===== src/rtl/hazard_forward_ctrl_pkg.sv =====
// Shared pipeline definitions for the hazard/forwarding controller:
// forward-select encodings, wait FSM state type and the per-stage tag record.
package hazard_forward_ctrl_pkg;

    // Tag dst field is sized for the widest register file we expect to build.
    localparam int DST_W = 8;

    localparam logic [1:0] FWD_REG = 2'b00;
    localparam logic [1:0] FWD_WB  = 2'b01;
    localparam logic [1:0] FWD_MEM = 2'b10;

    typedef enum logic {
        RUN      = 1'b0,
        MEM_WAIT = 1'b1
    } state_t;

    typedef struct packed {
        logic             valid;
        logic [DST_W-1:0] dst;
        logic             wr;
        logic             load;
    } stage_tag_t;

    // Register 0 is hard-wired zero, so it never has a producer.
    function automatic logic writer_matches(input stage_tag_t t, input logic [DST_W-1:0] r);
        return t.valid && t.wr && (t.dst == r) && (r != '0);
    endfunction

endpackage


===== src/rtl/hazard_forward_ctrl_fwd_mux_sel.sv =====
// Per-operand forward select: youngest non-load producer in MEM first, then WB,
// otherwise the register file.
module hazard_forward_ctrl_fwd_mux_sel
    import hazard_forward_ctrl_pkg::*;
(
    input  logic [DST_W-1:0] src,
    input  logic             used,
    input  stage_tag_t       mem_tag,
    input  stage_tag_t       wb_tag,
    output logic [1:0]       sel
);

    logic unused_wb_load;
    assign unused_wb_load = wb_tag.load;

    always_comb begin
        sel = FWD_REG;
        if (used) begin
            // A load in MEM has no data yet; it is picked up from WB a cycle later.
            if (writer_matches(mem_tag, src) && !mem_tag.load) begin
                sel = FWD_MEM;
            end else if (writer_matches(wb_tag, src)) begin
                sel = FWD_WB;
            end
        end
    end

endmodule


===== src/rtl/hazard_forward_ctrl.sv =====
// Hazard and forwarding controller: shadows EX/MEM/WB tags, drives operand
// forward selects, load-use bubbles, memory-wait freeze and a stall counter.
module hazard_forward_ctrl
    import hazard_forward_ctrl_pkg::*;
#(
    parameter  int NUM_REGS = 4,
    parameter  int NUM_SRC  = 2,
    parameter  int CNT_W    = 16,
    localparam int RW       = $clog2(NUM_REGS)
) (
    input  logic                  clk,
    input  logic                  rst,
    input  logic                  id_valid,
    input  logic [NUM_SRC*RW-1:0] id_src,
    input  logic [NUM_SRC-1:0]    id_src_used,
    input  logic [RW-1:0]         id_dst,
    input  logic                  id_wr,
    input  logic                  id_load,
    input  logic                  mem_ready,
    input  logic                  flush,
    output logic [NUM_SRC*2-1:0]  fwd_sel,
    output logic                  stall_id,
    output logic                  freeze,
    output logic [CNT_W-1:0]      stall_cycles
);

    stage_tag_t            ex_tag_q, ex_tag_d;
    stage_tag_t            mem_tag_q, mem_tag_d;
    stage_tag_t            wb_tag_q, wb_tag_d;
    logic [NUM_SRC*RW-1:0] ex_src_q, ex_src_d;
    logic [NUM_SRC-1:0]    ex_used_q, ex_used_d;
    state_t                state_q, state_d;
    logic [CNT_W-1:0]      stall_cycles_q, stall_cycles_d;

    logic [NUM_SRC-1:0]    lu_hit;
    logic                  lu;

    genvar gi;
    generate
        for (gi = 0; gi < NUM_SRC; gi++) begin : g_src
            hazard_forward_ctrl_fwd_mux_sel u_sel (
                .src     (DST_W'(ex_src_q[gi*RW +: RW])),
                .used    (ex_used_q[gi]),
                .mem_tag (mem_tag_q),
                .wb_tag  (wb_tag_q),
                .sel     (fwd_sel[gi*2 +: 2])
            );

            assign lu_hit[gi] = id_src_used[gi] &&
                                writer_matches(ex_tag_q, DST_W'(id_src[gi*RW +: RW]));
        end
    endgenerate

    always_comb begin
        // While waiting, MEM is held, so only mem_ready can end the wait.
        if (state_q == MEM_WAIT) begin
            freeze = !mem_ready;
        end else begin
            freeze = mem_tag_q.valid && mem_tag_q.load && !mem_ready;
        end
        state_d = freeze ? MEM_WAIT : RUN;

        lu       = id_valid && ex_tag_q.load && (|lu_hit) && !flush;
        stall_id = lu && !freeze;

        ex_tag_d       = ex_tag_q;
        mem_tag_d      = mem_tag_q;
        wb_tag_d       = wb_tag_q;
        ex_src_d       = ex_src_q;
        ex_used_d      = ex_used_q;
        if (!freeze) begin
            ex_tag_d.valid = id_valid && !flush && !lu;
            ex_tag_d.dst   = DST_W'(id_dst);
            ex_tag_d.wr    = id_wr;
            ex_tag_d.load  = id_load;
            ex_src_d       = id_src;
            ex_used_d      = id_src_used;
            mem_tag_d      = ex_tag_q;
            wb_tag_d       = mem_tag_q;
        end

        stall_cycles_d = stall_cycles_q;
        if ((stall_id || freeze) && (stall_cycles_q != '1)) begin
            stall_cycles_d = stall_cycles_q + 1'b1;
        end
    end

    always_ff @(posedge clk or posedge rst) begin
        if (rst) begin
            ex_tag_q       <= '0;
            mem_tag_q      <= '0;
            wb_tag_q       <= '0;
            ex_src_q       <= '0;
            ex_used_q      <= '0;
            state_q        <= RUN;
            stall_cycles_q <= '0;
        end else begin
            ex_tag_q       <= ex_tag_d;
            mem_tag_q      <= mem_tag_d;
            wb_tag_q       <= wb_tag_d;
            ex_src_q       <= ex_src_d;
            ex_used_q      <= ex_used_d;
            state_q        <= state_d;
            stall_cycles_q <= stall_cycles_d;
        end
    end

    assign stall_cycles = stall_cycles_q;

endmodule


===== config.mk =====
export PLATFORM = sky130hd
export DESIGN_NAME = hazard_forward_ctrl
export DESIGN_NICKNAME = d
export VERILOG_FILES = /design/src/rtl/hazard_forward_ctrl_pkg.sv /design/src/rtl/hazard_forward_ctrl_fwd_mux_sel.sv /design/src/rtl/hazard_forward_ctrl.sv
export SDC_FILE = /design/constraint.sdc
export NUM_CORES = 1
export LEC_CHECK = 0
export CAP_MARGIN = 10
export CORE_ASPECT_RATIO = 1.5
export CORE_MARGIN = 2
export CORE_UTILIZATION = 55
export DETAILED_ROUTE_END_ITERATION = 10
export GPL_TIMING_DRIVEN = 0
export PLACE_DENSITY = 0.87
export SLEW_MARGIN = 20
export SYNTH_ARGS = -nofsm -noshare
export SYNTH_HDL_FRONTEND = slang
export SYNTH_HIERARCHICAL = 1
export SYNTH_SLANG_ARGS = --single-unit

===== constraint.sdc =====
create_clock -name clk -period 4.6 [get_ports clk]
set_input_delay 0.69 -clock clk [delete_from_list [all_inputs] [get_ports clk]]
set_output_delay 0.69 -clock clk [all_outputs]
set_load 0.02 [all_outputs]

### Yosys cells after proc, flatten, opt, wreduce, memory -nomap -nowiden

Cells that the tools add are included.
Widths: inputs -> output; s select.

| word-level totals | value |
|---|---|
| register bits | 37 |
| input bits | 15 |
| logic and storage cells | 70 |

| operators by class | value |
|---|---|
| $add $sub $neg | 1 |
| equality and inequality tests | 7 |
| muxes and demuxes | 8 |
| reductions and logical operators | 39 |

Operators by type and width:

| cell | number |
|---|---|
| $logic_and 1x1->1 | 28 |
| $add 16x1->16 const B | 1 |
| $ne 16x16->1 const B | 1 |
| $reduce_bool 8->1 | 2 |
| $eq 2x2->1 | 6 |
| $mux 2 | 4 |
| $logic_not 1->1 | 5 |
| $mux 1 | 4 |
| $reduce_bool 2->1 | 2 |
| $reduce_or 2->1 | 1 |
| $logic_or 1x1->1 | 1 |

### Longest topological paths before layout

Gate-level depths: netlist of the first run.

| depth | value |
|---|---|
| word-level depth | 10 |
| gate-level depth with buffers | 7 |
| depth with buffers taken out | 6 |

### Modules after synthesis

Netlist of the first run, hierarchy kept.

By module, submodules not included:

| module | times used | cells an instance | area an instance (µm²) | seq. area each (µm²) |
|---|---|---|---|---|
| hazard_forward_ctrl | 1 | 190 | 1918.1 | 950.9 |
| hazard_forward_ctrl_fwd_mux_sel | 2 | 28 | 244.0 | 0.0 |

### Worst setup path after synthesis of the first run

No wires, ideal clock.

| timing path | value |
|---|---|
| path kind | in2out |
| start | input port mem_ready |
| end | output port stall_id |
| arrival | 1.960 ns |
| data required time | 3.910 ns |
| path slack | 1.950 ns |
| cell stages on the path | 5 |
| path buffers | 2 |
| path through | or2_2 > buf_2 > inv_1 > buf_1 > nor2_1 |

| on the way | value |
|---|---|
| cells in the longest elaborated chain, start to end | 5 |

Ends and longest elaborated chain:

| element | RTL line | RTL |
|---|---|---|
| start: declaration | hazard_forward_ctrl.sv:19 | `input logic mem_ready,` |
| $logic_not 1->1 (*) | hazard_forward_ctrl.sv:57, hazard_forward_ctrl.sv:59 |  |
| $logic_and 1x1->1 | hazard_forward_ctrl.sv:59 | `freeze = mem_tag_q.valid && mem_tag_q.load && !mem_ready;` |
| $mux 1 (*) | hazard_forward_ctrl.sv:56 | `if (state_q == MEM_WAIT) begin` |
| named net freeze | hazard_forward_ctrl.sv:23 | `output logic freeze,` |
| $logic_not 1->1 (*) | -- |  |
| $logic_and 1x1->1 (*) | hazard_forward_ctrl.sv:64 | `stall_id = lu && !freeze;` |
| end: declaration | hazard_forward_ctrl.sv:22 | `output logic stall_id,` |

Mark *: on every way through the listed nets, which the timed path passes. The rest lies on a longest branch.

### Final worst setup path of the first run

| timing path | value |
|---|---|
| start | input port mem_ready |
| end | output port freeze |

| on the way | value |
|---|---|
| cells in the longest elaborated chain, start to end | 3 |

Ends and longest elaborated chain:

| element | RTL line |
|---|---|
| $logic_not 1->1 (*) | hazard_forward_ctrl.sv:57, hazard_forward_ctrl.sv:59 |
| $logic_and 1x1->1 | hazard_forward_ctrl.sv:59 |
| $mux 1 (*) | hazard_forward_ctrl.sv:56 |
| end: declaration | hazard_forward_ctrl.sv:23 |

Every way passes the cells marked *; elsewhere a longest branch is shown, timed or not.

==> metrics.csv, run 1 <==
stage,metric,value,unit
status,outcome,"complete, no violations",
clock_tree,cts_resized,0,
final_layout,final_cells,391,
power,power.internal,648,uW
sta,timing.final.ws_setup,0.969,ns
sta,hold_viol,0,
global_routing,grt_pass1_wl,8470,um
setup_path,critical_path.top_delay_family,buffers and inverters,
yosys,ys_warn_count,6,
floorplan,initial_core_util,56.8,%
placement,routabilityCongestion,0.779,
final_layout,utilization,74.1,%
final_layout,antenna_cells,0,
sta,finClkSkew,0.00174,ns
yosys,synth_cells,242,
sta,report.final.slew_viol_count,0,
clock_tree,numCtsBuffers,5,
floorplan,dieArea,4860,um^2
sta,setup_tns,0,ns
floorplan,die_h,84.4,um
placement,place_worst_setup_slack,0.978,ns
routing,ant_nets,0,
routing,drtIter0Drc,16,
power,leakage,0.00132,uW
power,irDropWorstVdd,0.416,mV
clock_tree,cts_root_buf,clkbuf_8,
clock_tree,post_cts_buffers,0,
setup_path,critPathCaptureType,output port,
sta,timing.final.crit_period,3.63,ns
floorplan,die_w,57.6,um
routing,drc,0,
power,switchingPower,378,uW
power,combPwrFrac,32.3,%
routing,vias_per_cell,5.03,
placement,place_area,3010,um^2
clock_tree,hold_buffers,0,
final_layout,fin_area,3090,um^2
sta,relSlewSlack,48.3,%
routing,routed_wl,5090,um
floorplan,core,4170,um^2
routing,post_drt_wl_per_cell,13.0,um
setup_path,cp_slowest_cell,clkdlybuf4s50_1,
setup_path,required,3.91,ns
min_path,hold_depth,2,
sta,setup_viol,0,
global_routing,grt_max_degree,38,
global_routing,antenna_found_initial,0,
setup_path,reg2regPathDepth,7,
setup_path,crit_buf_inv,5,
floorplan,ioPinCount,37,
setup_path,reg2reg_slack,2.53,ns
setup_path,r2r_end,stall_cycles[1],
setup_path,rr_startpoint,stall_cycles[0],
global_routing,grt_pass1_vias,1920,
clock_tree,clkLatencyLatePin,0.29,ns
clock_tree,cts_tree,done,
power,seq_power_share,46.4,%
floorplan,std_cell_rows,29,
sta,worstMarginPinSlew,0.774,ns
clock_tree,clock-sinks,37,
final_layout,area_growth,30.5,%
setup_path,slowest_delay,0.69,ns
setup_path,crit_path_cell_trace,clkdlybuf4s50_1 -> or2_2 -> buf_2 -> inv_1 -> buf_1 -> clkdlybuf4s50_1,
setup_path,cp_max_fo,11,
clock_tree,clockBufferDepth,2,
power,powerDensity,332,nW/um^2
min_path,holdPathEnd,ex_used_q[1],
setup_path,crit_type,in -> out,
clock_tree,cts.clk_slew.worst_paths,0.07,ns
final_layout,drive_gt1_share,12.2,%
min_path,min-delay-start,ex_used_q[1],
sta,rsz0062_at_grt,no,
sta,fin_crit_sh,78.9,%
global_routing,grt_usage,22.7,%
routing,vias,1967,
placement,port_buffers,36,
routing,first_pass_iters,4,
setup_path,crit_top_cell,clkdlybuf4s50_1,
placement,dpl.hpwl,3850,um
sta,fmax,275,MHz
setup_path,crit_arrival,2.94,ns
job,cap_violations,0,
placement,placedCellCount,383,
min_path,hp-class,reg -> reg,
global_routing,grt_overflow,0,
clock_tree,htree_levels,2,
final_layout,nNetsFinal,360,
yosys,synth_area_per_cell,9.79,um^2
power,clkPwrFrac,21.4,%
power,p_sw_share,36.8,%
yosys,synth_area,2370,um^2
setup_path,critPathLaunchType,input port,
## power by group through the flow
stage	Sequential [uW]	Combinational (uW)	Clock, uW
finish	476	331	219
global route	485	361	232
floorplan	501	174	0
detailed placement	479	329	0
global placement	476	321	0
CTS	474	332	223
## worst max-delay path by stage
stage | startpoint | cells past startpoint | to
finish | mem_ready | 6 | freeze
global route | mem_ready | 7 | stall_id
CTS | mem_ready | 6 | freeze
detailed placement | mem_ready | 6 | freeze
global placement | mem_ready | 6 | freeze
floorplan | mem_ready | 5 | stall_id
## registers in the layout (all words and copies together), names as in the netlist
register / flops
wb_tag_q: 4
mem_tag_q: 5
ex_tag_q: 5
stall_cycles: 16
ex_src_q: 4
ex_used_q: 2
state_q: 1
## layout by cell type (no fill, tap or decap), drive strengths merged
cell type	n
mux2	3
or4	4
conb	60
dfrtp	37
xnor2	25
nand2	69
clkinv	2
inv	3
clkdlybuf4s50	36
and3	1
or2	1
nand3	10
xor2	21
clkbuf	7
nor2	6
a211o	1
nand4	13
and2	5
a2111oi	4
a21oi	3
nand2b	1
and4	1
a31o	1
ha	1
o21a	1
buf	9
nor2b	1
a211oi	9
o22a	1
nor4	6
nand4b	3
## stage by stage
step	hold slack [ns]	power (uW)
4_1_cts	0.494	1030
6_report	0.489	1030
3_3_place_gp	0.475	797
2_1_floorplan	0.453	675
5_1_grt	0.526	1080
3_5_place_dp	0.481	808
## worst reg2reg max path: cells and delay by family, from the launching register on
| kind | cells | cell delay (ns) |
|---|---|---|
| simple gates | 3 | 0.65 |
| mux | 1 | 0.32 |
| flops | 1 | 0.45 |
| compound gates | 1 | 0.07 |
| buf+inv | 1 | 0.22 |
| fa+ha+maj | 1 | 0.25 |
## cell type report
| cell class | instances | area, um^2 |
|---|---|---|
| buffer | 10 | 65.1 |
| timing repair buffer | 36 | 360 |
| sequential | 37 | 926 |
| tap | 46 | 57.6 |
| clock inverter | 2 | 10.0 |
| inverter | 3 | 11.3 |
| multi-input combinational | 251 | 1590 |
| fill | 345 | 1080 |
| clock buffer | 6 | 72.6 |
## routing by layer
metal | track usage [%] | share of wire, % | up-vias
li1 | - | - | 971
met2 | 43.4 | 57 | 46
met1 | 22.6 | 37 | 936
met3 | 3.54 | 3.5 | 14
met5 | 0 | 0 | -
met4 | 11.2 | 3.1 | 0
(Power assumes the default switching activity.)
==> run 2: changes to the inputs <==
- CORE_UTILIZATION: 55 -> 49
- PLACE_DENSITY: 0.87 -> 0.83
- clock period: 4.6 -> 3.1 ns (I/O delays scaled with it)
==> metrics.csv, run 2 (same netlist as run 1, synthesis figures left out) <==
stage,metric,value,unit,change
final_layout,final_cell_mix,"nand2_1, conb_1, dfrtp_1, clkdlybuf4s50_1, xnor2_1",,unchanged
setup_path,slowest_delay,0.69,ns,about the same
clock_tree,numCtsBuffers,5,,unchanged
routing,drc,0,,unchanged
floorplan,ioPinCount,37,,unchanged
min_path,hold_depth,1,,was 2
sta,relSlewSlack,49.1,%,was 48.3%
sta,setup_viol,0,,unchanged
final_layout,largest_reg_flops,16,,unchanged
clock_tree,hold_buffers,0,,unchanged
power,irDropWorstVdd,0.478,mV,was 0.416 mV
setup_path,crit_type,in -> out,,unchanged
setup_path,critical_path.top_delay_family,buffers and inverters,,unchanged
global_routing,grt_pass1_vias,1839,,"was 1,920"
clock_tree,cts_root_buf,clkbuf_8,,unchanged
clock_tree,htree_levels,2,,unchanged
floorplan,die_h,89.2,um,was 84.4 um
floorplan,std_cell_rows,31,,was 29
routing,first_pass_iters,4,,unchanged
floorplan,die_w,60.8,um,was 57.6 um
routing,drtIter0Drc,41,,was 16
setup_path,crit_arrival,2.48,ns,was 2.94 ns
clock_tree,post_cts_buffers,0,,unchanged
setup_path,reg2regPathDepth,7,,unchanged
sta,holdWs,0.497,ns,was 0.489 ns
setup_path,critPathCaptureType,output port,,unchanged
clock_tree,clock-sinks,37,,unchanged
placement,dpl.hpwl,3660,um,was 3850 um
final_layout,fillCellCount,415,,was 345
final_layout,area_growth,31.5,%,was 30.5%
global_routing,grt_pass1_wl,7810,um,was 8470 um
placement,routabilityCongestion,0.760,,was 0.779
clock_tree,cts_tree,done,,unchanged
power,powerDensity,484,nW/um^2,was 332 nW/um^2
clock_tree,clockBufferDepth,2,,unchanged
setup_path,crit_buf_inv,4,,was 5
setup_path,crit_path_cell_trace,clkdlybuf4s50_1 -> or2_2 -> buf_2 -> inv_1 -> clkdlybuf4s50_1,,was clkdlybuf4s50_1 -> or2_2 -> buf_2 -> inv_1 -> buf_1 -> clkdlybuf4s50_1
sta,timing.final.crit_period,2.95,ns,
sta,rsz0062_at_grt,no,,unchanged
setup_path,cp_num_cells,5,,was 6
floorplan,initial_core_util,50.1,%,was 56.8%
clock_tree,clkLatencyLatePin,0.29,ns,about the same
power,leakage,0.00134,uW,was 0.00132 uW
setup_path,critPathLaunchType,input port,,unchanged
final_layout,antenna_cells,0,,unchanged
sta,fmax,339,MHz,
setup_path,crit_top_cell,clkdlybuf4s50_1,,unchanged
final_layout,utilization,65.8,%,was 74.1%
global_routing,grt_overflow,0,,unchanged
sta,worstMarginPinSlew,0.763,ns,was 0.774 ns
min_path,hp-class,reg -> reg,,unchanged
status,outcome,"complete, no violations",,unchanged
placement,placedCellCount,403,,was 383
routing,ant_nets,0,,unchanged
final_layout,nNetsFinal,359,,was 360
final_layout,fin_area,3120,um^2,was 3090 um^2
placement,port_buffers,36,,unchanged
final_layout,drive_gt1_share,12.2,%,about the same
global_routing,grt_max_degree,38,,unchanged
setup_path,required,2.63,ns,was 3.91 ns
routing,routed_wl,4630,um,was 5090 um
sta,report.final.slew_viol_count,0,,unchanged
routing,post_drt_wl_per_cell,11.3,um,was 13.0 um
routing,vias,1898,,"was 1,967"
final_layout,final_cells,410,,was 391
job,cap_violations,0,,unchanged
setup_path,cp_slowest_cell,clkdlybuf4s50_1,,unchanged
clock_tree,cts.clk_slew.worst_paths,0.07,ns,about the same
setup_path,cp_max_fo,16,,was 11
floorplan,dieArea,5420,um^2,was 4860 um^2
global_routing,grt_usage,19.4,%,was 22.7%
global_routing,antenna_found_initial,0,,unchanged
floorplan,core,4730,um^2,was 4170 um^2
sta,fin_crit_sh,95.0,%,
routing,vias_per_cell,4.63,,was 5.03
final_layout,final_common_cell,nand2_1,,unchanged
sta,hold_viol,0,,unchanged
placement,place_area,3030,um^2,was 3010 um^2
sta,finClkSkew,0.00672,ns,was 0.00174 ns
[run 2: cell count changes in the layout (fill, tap and decap cells not counted), sizes merged]
cell           before  now
dlymetal6s2s        0    1
clkdlybuf4s50      36   35
buf                 9    8
[run 2: path summary, 6_finish.rpt]
check	from	to	slack, ns
hold / removal	stall_cycles[9]	stall_cycles[9]	0.50
min in group asynchronous	rst	ex_tag_q[0]	0.62
setup reg to reg	stall_cycles[0]	stall_cycles[1]	1.06
max in group asynchronous	rst	ex_src_q[1]	1.99
hold reg to reg	stall_cycles[9]	stall_cycles[9]	0.50
setup / recovery	mem_ready	freeze	0.15
[run 2: per-stage QoR]
stage / total power, uW / setup TNS, ns / worst slack, ns
floorplan: 1000 / 0 / 0.900
global placement: 1180 / -0.157 / -0.0874
detailed placement: 1200 / -0.113 / -0.0711
CTS: 1530 / 0 / 0.0603
global route: 1610 / 0 / 0.0462
finish: 1510 / 0 / 0.154
[run 2: report_power, final]
group / switching, uW / total, uW / internal (uW)
combinational: 256 / 484 / 229
sequential: 122 / 699 / 577
clock: 170 / 326 / 156
total: 548 / 1510 / 961
[run 2: repair_timing]
action,4_1_cts,5_1_grt
gates resized for setup,0,1
cloned,0,0
setup endpoints to repair,2,1
[run 2: routing by layer]
| layer | track usage [%] | vias up | routed length (um) |
|---|---|---|---|
| met2 | 37.8 | 30 | 2680 |
| met1 | 19.7 | 889 | 1720 |
| met5 | 0 | - | 0 |
| met3 | 3.33 | 8 | 146 |
| li1 | - | 971 | - |
| met4 | 7.11 | 0 | 88 |
[run 2: cell type report]
cell class	instances	area [um^2]	share of cell area (%)
tap	66	82.6	2.65
clock buffer	6	72.6	2.33
timing repair buffer	36	363	11.6
inverter	3	11.3	0.361
buffer	9	61.3	1.97
sequential	37	926	29.7
clock inverter	2	10.0	0.321
multi-input combinational	251	1590	51.0
